[src/rtl/fifo_drain_arbiter.sv]
// Round-robin drain of N_CH first-word-fall-through FIFOs onto a single
// registered valid/ready stream, with grants capped at BURST_LEN beats.
package fifo_drain_arbiter_pkg;
  typedef struct packed {
    logic        pop;
    logic        push;
    logic        flush;
    logic [31:0] data;
  } fifo_req_t;

  typedef struct packed {
    logic        empty;
    logic        full;
    logic        alm_full;
    logic [31:0] data;
  } fifo_resp_t;
endpackage

module fifo_drain_arbiter
  import fifo_drain_arbiter_pkg::*;
#(
  parameter  int unsigned N_CH      = 4,
  parameter  int unsigned BURST_LEN = 8,
  localparam int unsigned CH_W      = $clog2(N_CH)
) (
  input  logic            clk_i,
  input  logic            rst_ni,
  input  logic            en_i,
  input  logic [N_CH-1:0] flush_i,
  output fifo_req_t       fifo_req_o [N_CH],
  input  fifo_resp_t      fifo_resp_i [N_CH],
  output logic [31:0]     data_o,
  output logic [CH_W-1:0] ch_o,
  output logic            valid_o,
  input  logic            ready_i,
  output logic            busy_o
);

  typedef enum logic {IDLE, GRANT} state_t;

  state_t          state, state_nxt;
  logic [CH_W-1:0] gnt_ch, gnt_ch_nxt;
  logic [CH_W-1:0] rr_ptr, rr_ptr_nxt;
  logic [7:0]      beat_cnt, beat_cnt_nxt;
  logic [N_CH-1:0] avail;
  logic [CH_W:0]   sum;
  logic [CH_W-1:0] pick;
  logic            found;
  logic            slot_free;
  logic            pop_any;
  logic            unused_resp;

  assign slot_free = !valid_o || ready_i;
  assign busy_o    = (state == GRANT) || valid_o;

  // full/alm_full only matter to a writer; this block never pushes
  always_comb begin
    unused_resp = 1'b0;
    for (int unsigned i = 0; i < N_CH; i++) begin
      avail[i]    = !fifo_resp_i[i].empty && !flush_i[i];
      unused_resp = unused_resp ^ fifo_resp_i[i].full ^ fifo_resp_i[i].alm_full;
    end
  end

  // first available channel at or after rr_ptr, wrapping at N_CH
  always_comb begin
    found = 1'b0;
    pick  = '0;
    sum   = '0;
    for (int unsigned k = 0; k < N_CH; k++) begin
      sum = {1'b0, rr_ptr} + (CH_W+1)'(k);
      if (sum >= (CH_W+1)'(N_CH)) sum = sum - (CH_W+1)'(N_CH);
      if (!found && avail[sum[CH_W-1:0]]) begin
        found = 1'b1;
        pick  = sum[CH_W-1:0];
      end
    end
  end

  always_comb begin
    state_nxt    = state;
    gnt_ch_nxt   = gnt_ch;
    rr_ptr_nxt   = rr_ptr;
    beat_cnt_nxt = beat_cnt;
    pop_any      = 1'b0;
    case (state)
      IDLE: begin
        if (en_i && found) begin
          gnt_ch_nxt   = pick;
          beat_cnt_nxt = '0;
          state_nxt    = GRANT;
        end
      end
      GRANT: begin
        pop_any = en_i && !flush_i[gnt_ch] && !fifo_resp_i[gnt_ch].empty && slot_free;
        if (pop_any) beat_cnt_nxt = beat_cnt + 8'd1;
        if ((pop_any && beat_cnt_nxt == 8'(BURST_LEN)) ||
            (fifo_resp_i[gnt_ch].empty && slot_free) ||
            flush_i[gnt_ch] || !en_i) begin
          state_nxt  = IDLE;
          rr_ptr_nxt = (gnt_ch == CH_W'(N_CH-1)) ? '0 : gnt_ch + CH_W'(1);
        end
      end
      default: state_nxt = IDLE;
    endcase
  end

  always_comb begin
    for (int unsigned i = 0; i < N_CH; i++) begin
      fifo_req_o[i].pop   = pop_any && (gnt_ch == CH_W'(i));
      fifo_req_o[i].push  = 1'b0;
      fifo_req_o[i].flush = flush_i[i];
      fifo_req_o[i].data  = '0;
    end
  end

  always_ff @(posedge clk_i or negedge rst_ni) begin
    if (!rst_ni) begin
      state    <= IDLE;
      gnt_ch   <= '0;
      rr_ptr   <= '0;
      beat_cnt <= '0;
      valid_o  <= 1'b0;
      data_o   <= '0;
      ch_o     <= '0;
    end else begin
      state    <= state_nxt;
      gnt_ch   <= gnt_ch_nxt;
      rr_ptr   <= rr_ptr_nxt;
      beat_cnt <= beat_cnt_nxt;
      if (pop_any) begin
        valid_o <= 1'b1;
        data_o  <= fifo_resp_i[gnt_ch].data;
        ch_o    <= gnt_ch;
      end else if (ready_i) begin
        valid_o <= 1'b0;
      end
    end
  end

endmodule
[config.mk]
export PLATFORM = sky130hd
export DESIGN_NAME = fifo_drain_arbiter
export DESIGN_NICKNAME = d
export VERILOG_FILES = /design/src/rtl/fifo_drain_arbiter.sv
export SDC_FILE = /design/constraint.sdc
export NUM_CORES = 1
export LEC_CHECK = 0
export ABC_CLOCK_PERIOD_IN_PS = 2340
export CELL_PAD_IN_SITES_DETAIL_PLACEMENT = 0
export CELL_PAD_IN_SITES_GLOBAL_PLACEMENT = 1
export CORE_UTILIZATION = 22
export CTS_BUF_LIST = sky130_fd_sc_hd__clkbuf_16
export DETAILED_ROUTE_END_ITERATION = 10
export GPL_ROUTABILITY_DRIVEN = 1
export PLACE_DENSITY = 0.84
export REMOVE_ABC_BUFFERS = 1
export SLEW_MARGIN = 20
export SYNTH_ARGS = -nofsm -noshare
export SYNTH_HDL_FRONTEND = slang
export SYNTH_SLANG_ARGS = --single-unit
[constraint.sdc]
create_clock -name clk_i -period 2.34 [get_ports clk_i]
set_input_delay 0.351 -clock clk_i [delete_from_list [all_inputs] [get_ports clk_i]]
set_output_delay 0.351 -clock clk_i [all_outputs]
set_load 0.03 [all_outputs]
# Word level (Yosys, flattened, before mapping)
# Index checks and enable logic that the tools add are counted.
[op_classes]
add_sub_neg = 9
order_cmp = 10
eq_ne = 5
n_mux = 36
bitwise_logic = 2
reduce_logical = 41
[ops]
columns = ["operator", "n"]
rows = [
  ["35-bit binary-select mux with 2-bit select", 1],
  ["35-bit 2-to-1 mux", 2],
  ["8-bit 2-to-1 mux", 3],
  ["2-bit 2-to-1 mux", 9],
  ["1-bit logical AND", 17],
  ["8-bit case mux with 2 select lines", 1],
  ["1-bit zero test", 15],
  ["2-bit by 3-bit < comparator with 1-bit output, second input constant", 5],
  ["1-bit 2-to-1 mux", 14],
  ["3-bit greater-or-equal comparator, second input constant", 4],
  ["1-bit binary-select mux with 2-bit select", 5],
  ["8-bit by 1-bit adder with 8-bit output, second input constant", 1],
  ["8-bit by 4-bit == test with 1-bit output, second input constant", 1],
  ["2-bit by 1-bit subtractor with 2-bit output, second input constant", 4],
  ["2-bit by 2-bit adder with 3-bit output, second input constant", 2],
  ["1-bit logical OR", 5],
  ["2-bit == test, second input constant", 2],
  ["2-bit AND reduction", 2],
  ["2-bit by 1-bit adder with 3-bit output, second input constant", 1],
  ["2-bit by 3-bit greater-or-equal comparator with 1-bit output, second input constant", 1],
  ["2-bit inverter with 3-bit output", 1],
  ["2-bit by 1-bit adder with 2-bit output, second input constant", 1],
  ["2-bit by 1-bit == test with 1-bit output, second input constant", 1],
  ["2-bit zero test", 1],
  ["4 further kinds", 4],
]
[totals]
register_bits = 48
in_bits = 148
output_inout_bits = 176

# Logic depth before layout (Yosys ltp)
[logic_depth]
depth_word = 17
depth_mapped = 8
ltp_nobuf = 5

# Worst setup path before layout
# No wires, ideal clock.
[synth_timing]
kind = "register -> output"
from = "register gnt_ch[0]"
to = "output fifo_req_o[34] in the netlist's numbering"
arrival_time_ns = 1.897
path_slack_ns = 0.092
stages_incl_launch_ff = 9
path_cell_list = "dfrtp_1 > buf_6 > inv_2 > mux4_2 > and2_1 > buf_2 > nand2_4 > buf_6 > nor2_1"
[synth_lines]
columns = ["item", "line_no", "rtl"]
rows = [
  ["from (decl)", "42", "logic [CH_W-1:0] gnt_ch, gnt_ch_nxt;"],
  ["from (signal assigned)", "128", "gnt_ch <= gnt_ch_nxt;"],
  ["to (decl)", "30", "output fifo_req_t fifo_req_o [N_CH],"],
]

==> results.py <==
metrics = {
    "timing": {
        "hold_viol_final": 0,
        "setup_viol": 0,
        "fmax_mhz": 437,
        "rsz0062_at_grt": "no",
        "worst_pin_slew_ns": 0.640,
        "final.setup.worst_slack_ns": 0.0501,
        "period_share_pct": 97.9,
        "drv_slew": 0,
        "final.setup_skew_ns": 0.00952,
        "fin_crit_ns": 2.29,
        "relSlewSlack_pct": 57.3,
    },
    "drt": {
        "drc": 0,
        "antenna_left": 0,
        "highest_layer": "met4",
        "wl_met1_mm": 4.56,
        "drt_pass1_iterations": 4,
        "first_iter_violations": 97,
        "wl_mm": 11.2,
        "num_vias": 3097,
        "wl_per_cell_um": 14.2,
        "dr_wl_met3_mm": 1.03,
        "viasPerCell": 3.92,
        "wl_met2_mm": 5.47,
    },
    "floorplan": {
        "die_area_um2": 19400,
        "core_um2": 18200,
        "placementRows": 49,
        "die_h_um": 139,
        "num_io_pins": 324,
        "start_util_pct": 22.8,
        "die_width_um": 139,
    },
    "clock_network": {
        "clk_pin_slew_ns": 0.07,
        "cts.htree.levels": 2,
        "cts_made_buffers": 5,
        "clk_latency_ns": 0.30,
        "clock_sinks": 48,
        "cts_tree": "built",
        "cts-root-buf": "clkbuf_16",
        "cts_hold_buf": 0,
        "clockBufferDepth": 2,
    },
    "run": {
        "drv_cap": 0,
    },
    "finish": {
        "fill_cells": 1890,
        "drive_gt1_share_pct": 14.4,
        "fin_nets": 713,
        "final_cell_area_um2": 6040,
        "synthToLayoutAreaGrowth_pct": 45.7,
        "antenna_cells": 0,
    },
    "synth": {
        "synthFlopType": "dfrtp_1",
        "avgSynthCellArea_um2": 11.3,
        "synth_edf_count": 0,
        "synth_cell_types": 43,
        "mappedNetlistArea_um2": 4150,
        "synth.area.top_cells": "dfrtp_1 29%, buf_4 25%, mux4_2 18%",
        "ys_async_sr_fraction_pct": 100,
        "yosysTopAreaCell": "dfrtp_1",
        "yosysTopAreaCellShare_pct": 29.0,
        "ys_ff_latch": 48,
        "yosysWarnings": 0,
        "yosys-top-cells-count": "136 x buf_4, 48 x dfrtp_1, 34 x mux2_1, 34 x mux4_2, 16 x nand2_1",
        "post-synth-top-count-cell": "buf_4",
        "synth_cells": 367,
        "ys_seq_area_share_pct": 29.0,
    },
    "critical_path": {
        "startpoint_type": "input port",
        "endpoint_kind": "output port",
        "worstPathArrival_ns": 1.94,
        "path_max_fanout": 5,
        "crit_required_ns": 1.99,
        "crit_type": "input port to output port",
    },
    "pwr": {
        "ir_worst_vdd_mv": 0.504,
        "p_total_mw": 4.99,
        "leakagePower_nw": 2.63,
        "p_per_area_nw_per_um2": 826,
    },
    "placed_design": {
        "pre_cts_slack_ns": -0.153,
        "placed_area_um2": 5860,
        "numPortBuffers": 183,
        "dpl.hpwl_mm": 9.17,
        "gp_congestion": 0.810,
    },
    "run_status": {
        "outcome": "completed",
    },
    "grt": {
        "antenna_found_initial": 0,
        "overflow": 0,
        "grt_max_degree": 36,
        "grt_pass1_wl_mm": 17.3,
        "grt.total_usage_pct": 11.7,
        "first_global_vias": 2993,
    },
    "worst_hold_path": {
        "hp-class": "input port to async pin",
    },
}
## worst paths after layout
kind | start | endpoint | slack, ns | depth (start not counted)
worst min register to register | data_o[17] | data_o[17] | 0.49 | 1
worst min-delay path | rst_ni | beat_cnt[3] | 0.07 | 1
max in group asynchronous | rst_ni | data_o[9] | 1.71 | 2
min in group clk_i | data_o[17] | data_o[17] | 0.49 | 1
worst max-delay path | flush_i[0] | fifo_req_o[139] | 0.05 | 6
worst max register to register | gnt_ch[0] | beat_cnt[7] | 0.17 | 6
## through the flow
stage	hold slack (ns)	std cells	util, %	setup TNS [ns]
CTS	0.0774	790	33.1	0
global route	0.111	790	33.2	0
floorplan	0.0554	347	-	-43.76
global placement	0.419	781	32.2	-4.63
detailed placement	0.418	781	32.2	-4.78
finish	0.0687	790	33.2	0
## registers in the layout, indices dropped and copies added, names as in the netlist
signal and count:
data_o 32, beat_cnt 8, ch_o 2, gnt_ch 2, rr_ptr 2, state 1
valid_o 1
## area by class of cell
class	instances	area, um2	area share [%]
Tap cell	229	287	4.74
Clock inverter	3	20.0	0.331
Timing Repair Buffer	206	2070	34.2
Inverter	4	17.5	0.290
Multi-Input combinational cell	295	2320	38.4
Clock buffer	5	125	2.07
Sequential cell	48	1200	19.9
## layer usage
| layer | vias up | track usage, % |
|---|---|---|
| met5 | - | 0 |
| met4 | 0 | 3.80 |
| met3 | 11 | 3.37 |
| met2 | 183 | 19.8 |
| met1 | 1476 | 14.2 |
| li1 | 1427 | - |
## power breakdown
group	switching (mW)	internal, mW
clock	0.330	0.395
combinational	1.57	1.34
sequential	0.195	1.16
## what timing repair did
action	in CTS	in global routing
setup endpoints to repair	4	3
gates resized for setup	3	8
setup buffers	1	0
## logic make-up (layout without fill, tap and decap cells)
| group | after synthesis | in the layout | synth area share, % |
|---|---|---|---|
| buffers and inverters | 155 | 218 | 27.2 |
| muxes | 78 | 78 | 30.5 |
| and+or+nand+nor | 52 | 52 | 6.64 |
| DFF | 48 | 48 | 29.0 |
| AOI/OAI and AO/OA | 21 | 21 | 3.59 |
| xor gates and xnor gates | 7 | 7 | 1.48 |
| adders and majority gates | 5 | 5 | 1.51 |
| other | 1 | 132 | 0.0905 |
## placed cells by master (no fill, tap or decap), types with 2 or more instances in the layout
master / n
a31oi_1: 3
nand2_1: 16
nor2_1: 9
nand3_1: 3
and3_1: 3
a21oi_1: 2
or3_1: 2
mux2_1: 34
a21boi_0: 2
dfrtp_1: 46
o22ai_1: 4
o21ai_0: 2
nand4_1: 2
nor3_1: 3
xor2_1: 3
ha_1: 5
clkbuf_16: 5
dlymetal6s2s_1: 5
inv_1: 4
conb_1: 132
a21o_1: 2
mux2i_1: 9
mux4_2: 34
buf_12: 5
dfrtp_2: 2
buf_4: 21
o21ai_1: 2
nor3_2: 2
clkdlybuf4s50_1: 173
xnor2_1: 4
## worst max-delay path: stages
cell,delay [ns]
clkdlybuf4s50_1,0.48
nor2_1,0.06
mux4_2,0.48
and2_4,0.20
and3_1,0.19
buf_4,0.17
(Power assumes the default switching activity.)
